$ cat src/rtl/pwm_pkg.sv
// Shared types and sizing helpers for the PWM capture path.
package pwm_pkg;

  // Capture FSM states: waiting for the arming edge, measuring, or stuck.
  typedef enum logic [1:0] {
    WAIT_EDGE = 2'd0,
    MEASURE   = 2'd1,
    STUCK     = 2'd2
  } pwm_cap_state_t;

  // Counter width for resolution r: two extra bits so that a timeout of up
  // to 2**(r+2)-1 cycles is representable without overflow.
  function automatic int cnt_width(input int r);
    return r + 2;
  endfunction

  // Default stuck timeout: twice the nominal generator period.
  function automatic int default_timeout(input int r);
    return 1 << (r + 1);
  endfunction

endpackage

$ cat src/rtl/pwm_sync_edge.sv
// Two-flop synchronizer for an asynchronous level input, plus one extra
// history flop used to detect rising and falling edges of the synchronized
// level. Shared by the input-capture blocks.
module pwm_sync_edge (
  input  logic clk,
  input  logic reset,
  input  logic din,
  output logic level,
  output logic rise,
  output logic fall
);

  logic s1;
  logic s2;
  logic s3;

  // Synchronizer chain (s1, s2) followed by the previous-value flop s3.
  always_ff @(posedge clk or posedge reset) begin
    if (reset) begin
      s1 <= 1'b0;
      s2 <= 1'b0;
      s3 <= 1'b0;
    end else begin
      s1 <= din;
      s2 <= s1;
      s3 <= s2;
    end
  end

  assign level = s2;
  assign rise  = s2 & ~s3;
  assign fall  = ~s2 & s3;

endmodule

$ cat src/rtl/pwm_capture.sv
// PWM duty-cycle capture: measures high time and period of each completed
// PWM period in clock cycles, and flags a line that stops toggling as
// stuck-low or stuck-high after TIMEOUT cycles without a rising edge.
// TIMEOUT must lie in 2 .. 2**(R+2)-1 so it fits the counter width.
module pwm_capture
  import pwm_pkg::*;
#(
  parameter int R       = 8,
  parameter int TIMEOUT = default_timeout(R)
) (
  input  logic         clk,
  input  logic         reset,
  input  logic         pwm_in,
  output logic [R+1:0] high_cnt,
  output logic [R+1:0] period_cnt,
  output logic         valid,
  output logic         stuck_low,
  output logic         stuck_high
);

  localparam int W = cnt_width(R);
  localparam logic [W-1:0] CNT_MAX     = '1;
  localparam logic [W-1:0] TIMEOUT_CNT = W'(TIMEOUT);

  logic           level;
  logic           rise;
  logic           fall;
  logic [W-1:0]   pcnt;
  logic [W-1:0]   hcnt;
  logic           timeout_hit;
  logic           latch_meas;
  logic           enter_stuck;
  pwm_cap_state_t state;
  pwm_cap_state_t state_next;

  pwm_sync_edge u_sync (
    .clk   (clk),
    .reset (reset),
    .din   (pwm_in),
    .level (level),
    .rise  (rise),
    .fall  (fall)
  );

  assign timeout_hit = (pcnt == TIMEOUT_CNT);

  // Period and high-time counters: restart at 1 on every rising edge (the
  // edge cycle itself is high), otherwise count up and saturate.
  always_ff @(posedge clk or posedge reset) begin
    if (reset) begin
      pcnt <= '0;
      hcnt <= '0;
    end else if (rise) begin
      pcnt <= W'(1);
      hcnt <= W'(1);
    end else begin
      if (pcnt != CNT_MAX) begin
        pcnt <= pcnt + W'(1);
      end
      if (level && (hcnt != CNT_MAX)) begin
        hcnt <= hcnt + W'(1);
      end
    end
  end

  // FSM state register.
  always_ff @(posedge clk or posedge reset) begin
    if (reset) begin
      state <= WAIT_EDGE;
    end else begin
      state <= state_next;
    end
  end

  // Next-state logic; a rising edge always takes priority over timeout so
  // a period of exactly TIMEOUT is still measured.
  always_comb begin
    state_next  = state;
    latch_meas  = 1'b0;
    enter_stuck = 1'b0;
    case (state)
      WAIT_EDGE: begin
        if (rise) begin
          state_next = MEASURE;
        end else if (timeout_hit) begin
          state_next  = STUCK;
          enter_stuck = 1'b1;
        end
      end
      MEASURE: begin
        if (rise) begin
          latch_meas = 1'b1;
        end else if (timeout_hit) begin
          state_next  = STUCK;
          enter_stuck = 1'b1;
        end
      end
      STUCK: begin
        if (rise) begin
          state_next = MEASURE;
        end
      end
      default: begin
        state_next = WAIT_EDGE;
      end
    endcase
  end

  // Result and flag registers. Inside STUCK the line can only change by a
  // falling edge (a rising edge leaves STUCK), so following the level there
  // reduces to switching the flags to stuck-low on a fall.
  always_ff @(posedge clk or posedge reset) begin
    if (reset) begin
      high_cnt   <= '0;
      period_cnt <= '0;
      valid      <= 1'b0;
      stuck_low  <= 1'b0;
      stuck_high <= 1'b0;
    end else begin
      valid <= latch_meas | enter_stuck;
      if (latch_meas) begin
        high_cnt   <= hcnt;
        period_cnt <= pcnt;
      end else if (enter_stuck) begin
        high_cnt   <= '0;
        period_cnt <= '0;
        stuck_high <= level;
        stuck_low  <= ~level;
      end else if (state == STUCK) begin
        if (rise) begin
          stuck_high <= 1'b0;
          stuck_low  <= 1'b0;
        end else if (fall) begin
          stuck_high <= 1'b0;
          stuck_low  <= 1'b1;
        end
      end
    end
  end

endmodule

$ cat config.mk
export PLATFORM = sky130hd
export DESIGN_NAME = pwm_capture
export DESIGN_NICKNAME = d
export VERILOG_FILES = /design/src/rtl/pwm_pkg.sv /design/src/rtl/pwm_sync_edge.sv /design/src/rtl/pwm_capture.sv
export SDC_FILE = /design/constraint.sdc
export NUM_CORES = 1
export LEC_CHECK = 0
export CORE_UTILIZATION = 40
export CTS_CLUSTER_SIZE = 14
export DETAILED_ROUTE_END_ITERATION = 7
export SYNTH_ARGS = -nofsm -noshare
export SYNTH_HDL_FRONTEND = slang
export SYNTH_HIERARCHICAL = 1
export SYNTH_SLANG_ARGS = --single-unit
export TNS_END_PERCENT = 20
$ cat constraint.sdc
create_clock -name clk -period 2.5 [get_ports clk]
set_input_delay 0.75 -clock clk [delete_from_list [all_inputs] [get_ports clk]]
set_output_delay 0.75 -clock clk [all_outputs]
set_load 0.01 [all_outputs]
### After elaboration in Yosys (flattened, before gate mapping)

Cells that the tools add are included.

| word-level totals | value |
|---|---|
| flip-flop bits (word level) | 48 |
| bits of input ports | 3 |
| output and inout port bits | 23 |
| logic and storage cells | 61 |

| cells by class | value |
|---|---|
| add/subtract/negate cells | 2 |
| equal/unequal tests | 7 |
| muxes and demuxes | 25 |
| bitwise gates (word level) | 6 |
| reductions and logical operators | 10 |

Operators with widths:

| cell | count |
|---|---|
| $mux W10 | 7 |
| $add A10 B1 Y10 const B | 2 |
| $ne A10 B10 Y1 const B | 2 |
| $mux W1 | 13 |
| $eq A10 B10 Y1 const B | 1 |
| $mux W2 | 4 |
| $reduce_bool A2 Y1 | 4 |
| $pmux W2 S3 | 1 |
| $ne A2 B2 Y1 const B | 2 |
| $not A1 Y1 | 3 |
| $reduce_and A3 Y1 | 1 |
| $reduce_bool A3 Y1 | 1 |
| $and A1 B1 Y1 | 2 |
| $eq A2 B1 Y1 const B | 1 |
| $eq A2 B2 Y1 const B | 1 |
| $logic_not A2 Y1 | 1 |
| $reduce_and A2 Y1 | 1 |
| $reduce_or A2 Y1 | 1 |
| $logic_and A1 B1 Y1 | 1 |
| $or A1 B1 Y1 | 1 |

### Depth between registers and ports, before layout

| depth | value |
|---|---|
| depth after elaboration | 6 |
| depth in mapped cells | 7 |
| depth with buffers taken out | 6 |

### Cells and area by module

Netlist, hierarchy kept.

By module, submodules not included:

| module | times used | cells each | area each (um^2) |
|---|---|---|---|
| pwm_capture | 1 | 182 | 2077.0 |
| pwm_sync_edge | 1 | 6 | 93.8 |

### Least setup slack after synthesis

No wires, ideal clock.

| timing path | value |
|---|---|
| path type | register -> register |
| start point | reg u_sync.s2, in the netlist u_sync/level |
| end point | reg high_cnt[6] |
| setup time | 121 ps |
| arrival time | 1986 ps |
| slack | 393 ps |
| cell stages (with the launch flop) | 8 |
| buffers on the path | 2 |
| period minus slack after synthesis | 2107 ps |
| cells stage by stage | dfrtp_1 nor2b_1 buf_6 or4_4 nor4_4 nor2_2 buf_6 a22o_1 |

| on the way | value |
|---|---|
| longest elaborated chain between the ends | 4 |
| elaborated cells on any way between the ends | 7 |

Ends and longest elaborated chain:

| what | line | source |
|---|---|---|
| start, declared | pwm_sync_edge.sv:14 | `logic s2;` |
| start signal, assigned | pwm_sync_edge.sv:21 | `s2 <= 1'b0;` |
| start signal, assigned | pwm_sync_edge.sv:25 | `s2 <= s1;` |
| $and A1 B1 Y1 * | pwm_sync_edge.sv:31 | `assign rise = s2 & ~s3;` |
| via rise | pwm_capture.sv:26 | `logic rise;` |
| $mux W1 | pwm_capture.sv:91 | `if (rise) begin` |
| $mux W1 (on tied branches) | n/a |  |
| $mux W10 / $reduce_bool A2 Y1 (equally long branches) | n/a |  |
| end signal, assigned | pwm_capture.sv:122 | `high_cnt <= hcnt;` |
| end, declared | pwm_capture.sv:14 | `output logic [R+1:0] high_cnt,` |

Mark *: on every way through the listed nets, which the timed path passes. The rest lies on a longest branch.
A chain may end at the register's enable or synchronous reset.

### Worst setup path in the final report

| timing path | value |
|---|---|
| start point | reg u_sync.s2, in the netlist u_sync/level |
| end point | reg period_cnt[3] |

| on the way | value |
|---|---|
| longest elaborated chain between the ends | 4 |
| elaborated cells on any way between the ends | 7 |

Ends and longest elaborated chain:

| what | line | source |
|---|---|---|
| $and A1 B1 Y1 * | pwm_sync_edge.sv:31 |  |
| via rise | pwm_capture.sv:26 |  |
| $mux W1 | pwm_capture.sv:91 |  |
| $mux W1 (on tied branches) | n/a |  |
| $mux W10 / $reduce_bool A2 Y1 (equally long branches) | n/a |  |
| end signal, assigned | pwm_capture.sv:123 | `period_cnt <= pcnt;` |
| end, declared | pwm_capture.sv:15 | `output logic [R+1:0] period_cnt,` |

Marked as above.

==> impl_metrics.py <==
metrics = {
    "layout": {
        "multiInputGateArea_sq_um": 887,
        "regArea_sq_um": 1200,
        "post-route-util_pct": 50.4,
        "n_fill_cell": 463,
        "syn_to_final_growth_pct": 20.2,
        "layout-drive-gt1-share_pct": 9.26,
        "antennaDiodeCount": 0,
        "nets": 221,
    },
    "sta": {
        "skew_ns": 0.00547,
        "hold_viol_final": 0,
        "period_needed_ns": 2.07,
        "rsz0062_at_grt": "false",
        "setup_viol": 0,
        "layout_setup_ws_ns": 0.427,
        "tightest_slew_ns": 0.871,
        "min_period_over_period_pct": 82.9,
        "max-slew-margin-rel_pct": 41.9,
        "fin_setup_tns_ns": 0,
        "hold_slack_ns": 0.371,
        "slew_violations": 0,
        "max_freq_mhz": 482,
    },
    "synth": {
        "netlist_instances": 188,
        "synth-compound-area-share_pct": 14.4,
        "synth-edff-count": 0,
        "async_flop_share_pct": 100,
        "synth_area_per_cell_sq_um": 11.5,
        "netlist_top_cells_area": "dfrtp_1 55%, a22o_1 8.1%, nor2_1 3.1%, xor2_1 2.8%, mux2i_1 2.3%",
        "synth_xor_area_share_pct": 3.63,
        "synthAdderAreaFrac_pct": 1.73,
        "yosys.area_share.simple_pct": 17.3,
        "yosys_most_used_dff": "dfrtp_1",
        "synth_most_common_cell": "dfrtp_1",
        "yosysTopAreaCellShare_pct": 55.3,
        "synthMuxAreaShare_pct": 3.86,
        "synth_largest_area_cell": "dfrtp_1",
        "seq_area_frac_synth_pct": 55.3,
        "ys_ff_latch": 48,
        "synth-warning-count": 6,
        "synth_top_family_by_area": "simple AND/OR/NAND/NOR gates",
        "synthesis.nets": 194,
        "synth.distinct_cells": 40,
        "synth_commonest_cells": "48 x dfrtp_1, 20 x a22o_1, 18 x nor2_1",
        "synth_area_sq_um": 2170,
    },
    "run_status": {
        "status": "completed",
    },
    "power": {
        "p_clk_share_pct": 31.3,
        "p_leak_nw": 1.20,
        "switching_share_pct": 27.1,
        "pwr-share-comb_pct": 18.4,
        "p_per_area_nw_per_um2": 745,
        "p_sw_uw": 526,
        "peakVddDrop_mv": 0.399,
        "seqPwrFrac_pct": 50.3,
        "p_total_mw": 1.94,
        "p_int_mw": 1.42,
    },
    "critical_path": {
        "worstSetupStartpointType": "register",
        "crit_arrival_ns": 2.26,
        "reg2reg_depth": 5,
        "worstSetupPathType": "reg2reg",
        "required_ns": 2.69,
        "endpoint": "period_cnt[3]",
        "setup.worst_path.start": "u_sync/level",
        "r2r_start": "u_sync/level",
        "r2r-end": "period_cnt[3]",
        "endpoint_kind": "register",
        "path_max_fanout": 21,
        "r2r_slack_ns": 0.43,
    },
    "global_route": {
        "track_usage_pct": 17.3,
        "grt_max_degree": 46,
        "antenna_found_initial": 0,
        "grt_pass1_vias": 1631,
        "grt_pass1_wl_microns": 7330,
        "overflow": 0,
    },
    "floorplanning": {
        "fp-row-count": 26,
        "core_sq_um": 5170,
        "initial_core_util_pct": 42.0,
        "die_y_microns": 75.7,
        "ios": 26,
        "die_area_sq_um": 5730,
        "die_w_microns": 75.7,
    },
    "drt": {
        "avgViaCountPerCell": 5.49,
        "postRouteAntennaNets": 0,
        "wirelength_microns": 4260,
        "drt_pass1_iterations": 4,
        "vias": 1569,
        "first_iter_violations": 90,
        "drt-wirelength-per-cell_microns": 14.9,
        "drc_errors": 0,
    },
    "flow_run": {
        "maxCapViolations": 0,
    },
    "clock_tree": {
        "insertion_delay_ns": 0.30,
        "cts_post_setup_buffers_inserted": 0,
        "cts_num_sinks": 48,
        "root_buffer": "clkbuf_8",
        "holdBufCountCts": 0,
        "numCtsBuffers": 5,
        "cts_resized": 0,
        "cts_tree": "built",
        "htreeDepth": 2,
        "cts.path.max_buffers": 2,
        "clk_pin_slew_worst_paths_ns": 0.09,
    },
    "placed_design": {
        "dp_hpwl_microns": 2850,
        "place.gp.congestion": 0.793,
        "place_ws_ns": 0.405,
        "io_buffers": 25,
    },
    "hold_path": {
        "hp-class": "reg2reg",
    },
}
## cell type report
type	instances	share of cell area [%]
Sequential cell	48	46.0
Multi-Input combinational cell	124	34.0
Timing Repair Buffer	29	10.7
Clock buffer	7	3.69
Tap cell	70	3.36
Clock inverter	1	1.15
Inverter	7	1.01
## flip-flops by register name (all words and copies together), names as in the netlist
| signal | count |
|---|---|
| hcnt | 10 |
| high_cnt | 10 |
| pcnt | 10 |
| period_cnt | 10 |
| state | 2 |
| stuck_high | 1 |
| stuck_low | 1 |
| u_sync/level | 1 |
| u_sync/s1 | 1 |
| u_sync/s3 | 1 |
| valid | 1 |
## how the worst min path moves through the flow
| stage | endpoint | slack (ns) | cells past startpoint | startpoint |
|---|---|---|---|---|
| floorplan | u_sync/level | 0.33 | 0 | u_sync/s1 |
| global placement | u_sync/level | 0.36 | 0 | u_sync/s1 |
| detailed placement | u_sync/level | 0.36 | 0 | u_sync/s1 |
| CTS | u_sync/level | 0.38 | 0 | u_sync/s1 |
| global route | u_sync/level | 0.38 | 0 | u_sync/s1 |
| finish | u_sync/level | 0.37 | 0 | u_sync/s1 |
## kinds of logic after synthesis
group,Yosys count
buffers and inverters,16
flip-flops,48
AND/OR/NAND/NOR,65
multiplexers,8
adder cells (fa/ha/maj),3
AO/OA/AOI/OAI,39
XOR/XNOR,9
## layout by cell type, fill, tap and decap left out, types with 2 or more instances in the layout
master	instances
dfrtp_1	48
clkdlybuf4s50_1	25
a22o_1	20
nor2_1	18
nand2_1	7
inv_1	7
xor2_1	7
clkbuf_8	7
nand3_1	6
mux2i_1	5
and3_1	4
nand4_1	4
o2111ai_1	4
buf_4	4
and4_1	3
mux2_2	3
and2_1	3
nor2b_1	3
o31ai_1	3
o21ai_0	3
nand2b_1	3
ha_1	3
or4_1	2
and2b_1	2
a31oi_1	2
a21oi_1	2
nor3_1	2
nand3b_1	2
xnor2_1	2
## metrics by stage
stage / instances / cell area (sq um)
after floorplan: 188 / 2170
after global placement: 278 / 2480
after detailed placement: 278 / 2480
after CTS: 286 / 2610
after global routing: 286 / 2610
final: 286 / 2610
## layer usage
layer	up-vias	track usage [%]	part of all wire, %
met5	-	0	0
met4	0	6.58	1.2
met3	5	4.63	2.9
met2	27	30.4	51
met1	798	20.2	45
li1	739	-	-
## worst max-delay path: stages, from the launching register on
cell and delay [ns]:
dfrtp_1 0.38, nor2b_1 0.15, or4_4 0.55, nor4_4 0.37
nor2_2 0.26, a22o_1 0.25
## power groups by stage
stage | logic (mW) | registers [mW] | clock network [mW]
5_1_grt | 0.400 | 0.990 | 0.662
2_1_floorplan | 0.217 | 0.980 | 0
3_3_place_gp | 0.352 | 0.993 | 0
3_5_place_dp | 0.361 | 0.993 | 0
6_report | 0.358 | 0.978 | 0.607
4_1_cts | 0.365 | 0.977 | 0.628
(Power assumes the default switching activity.)
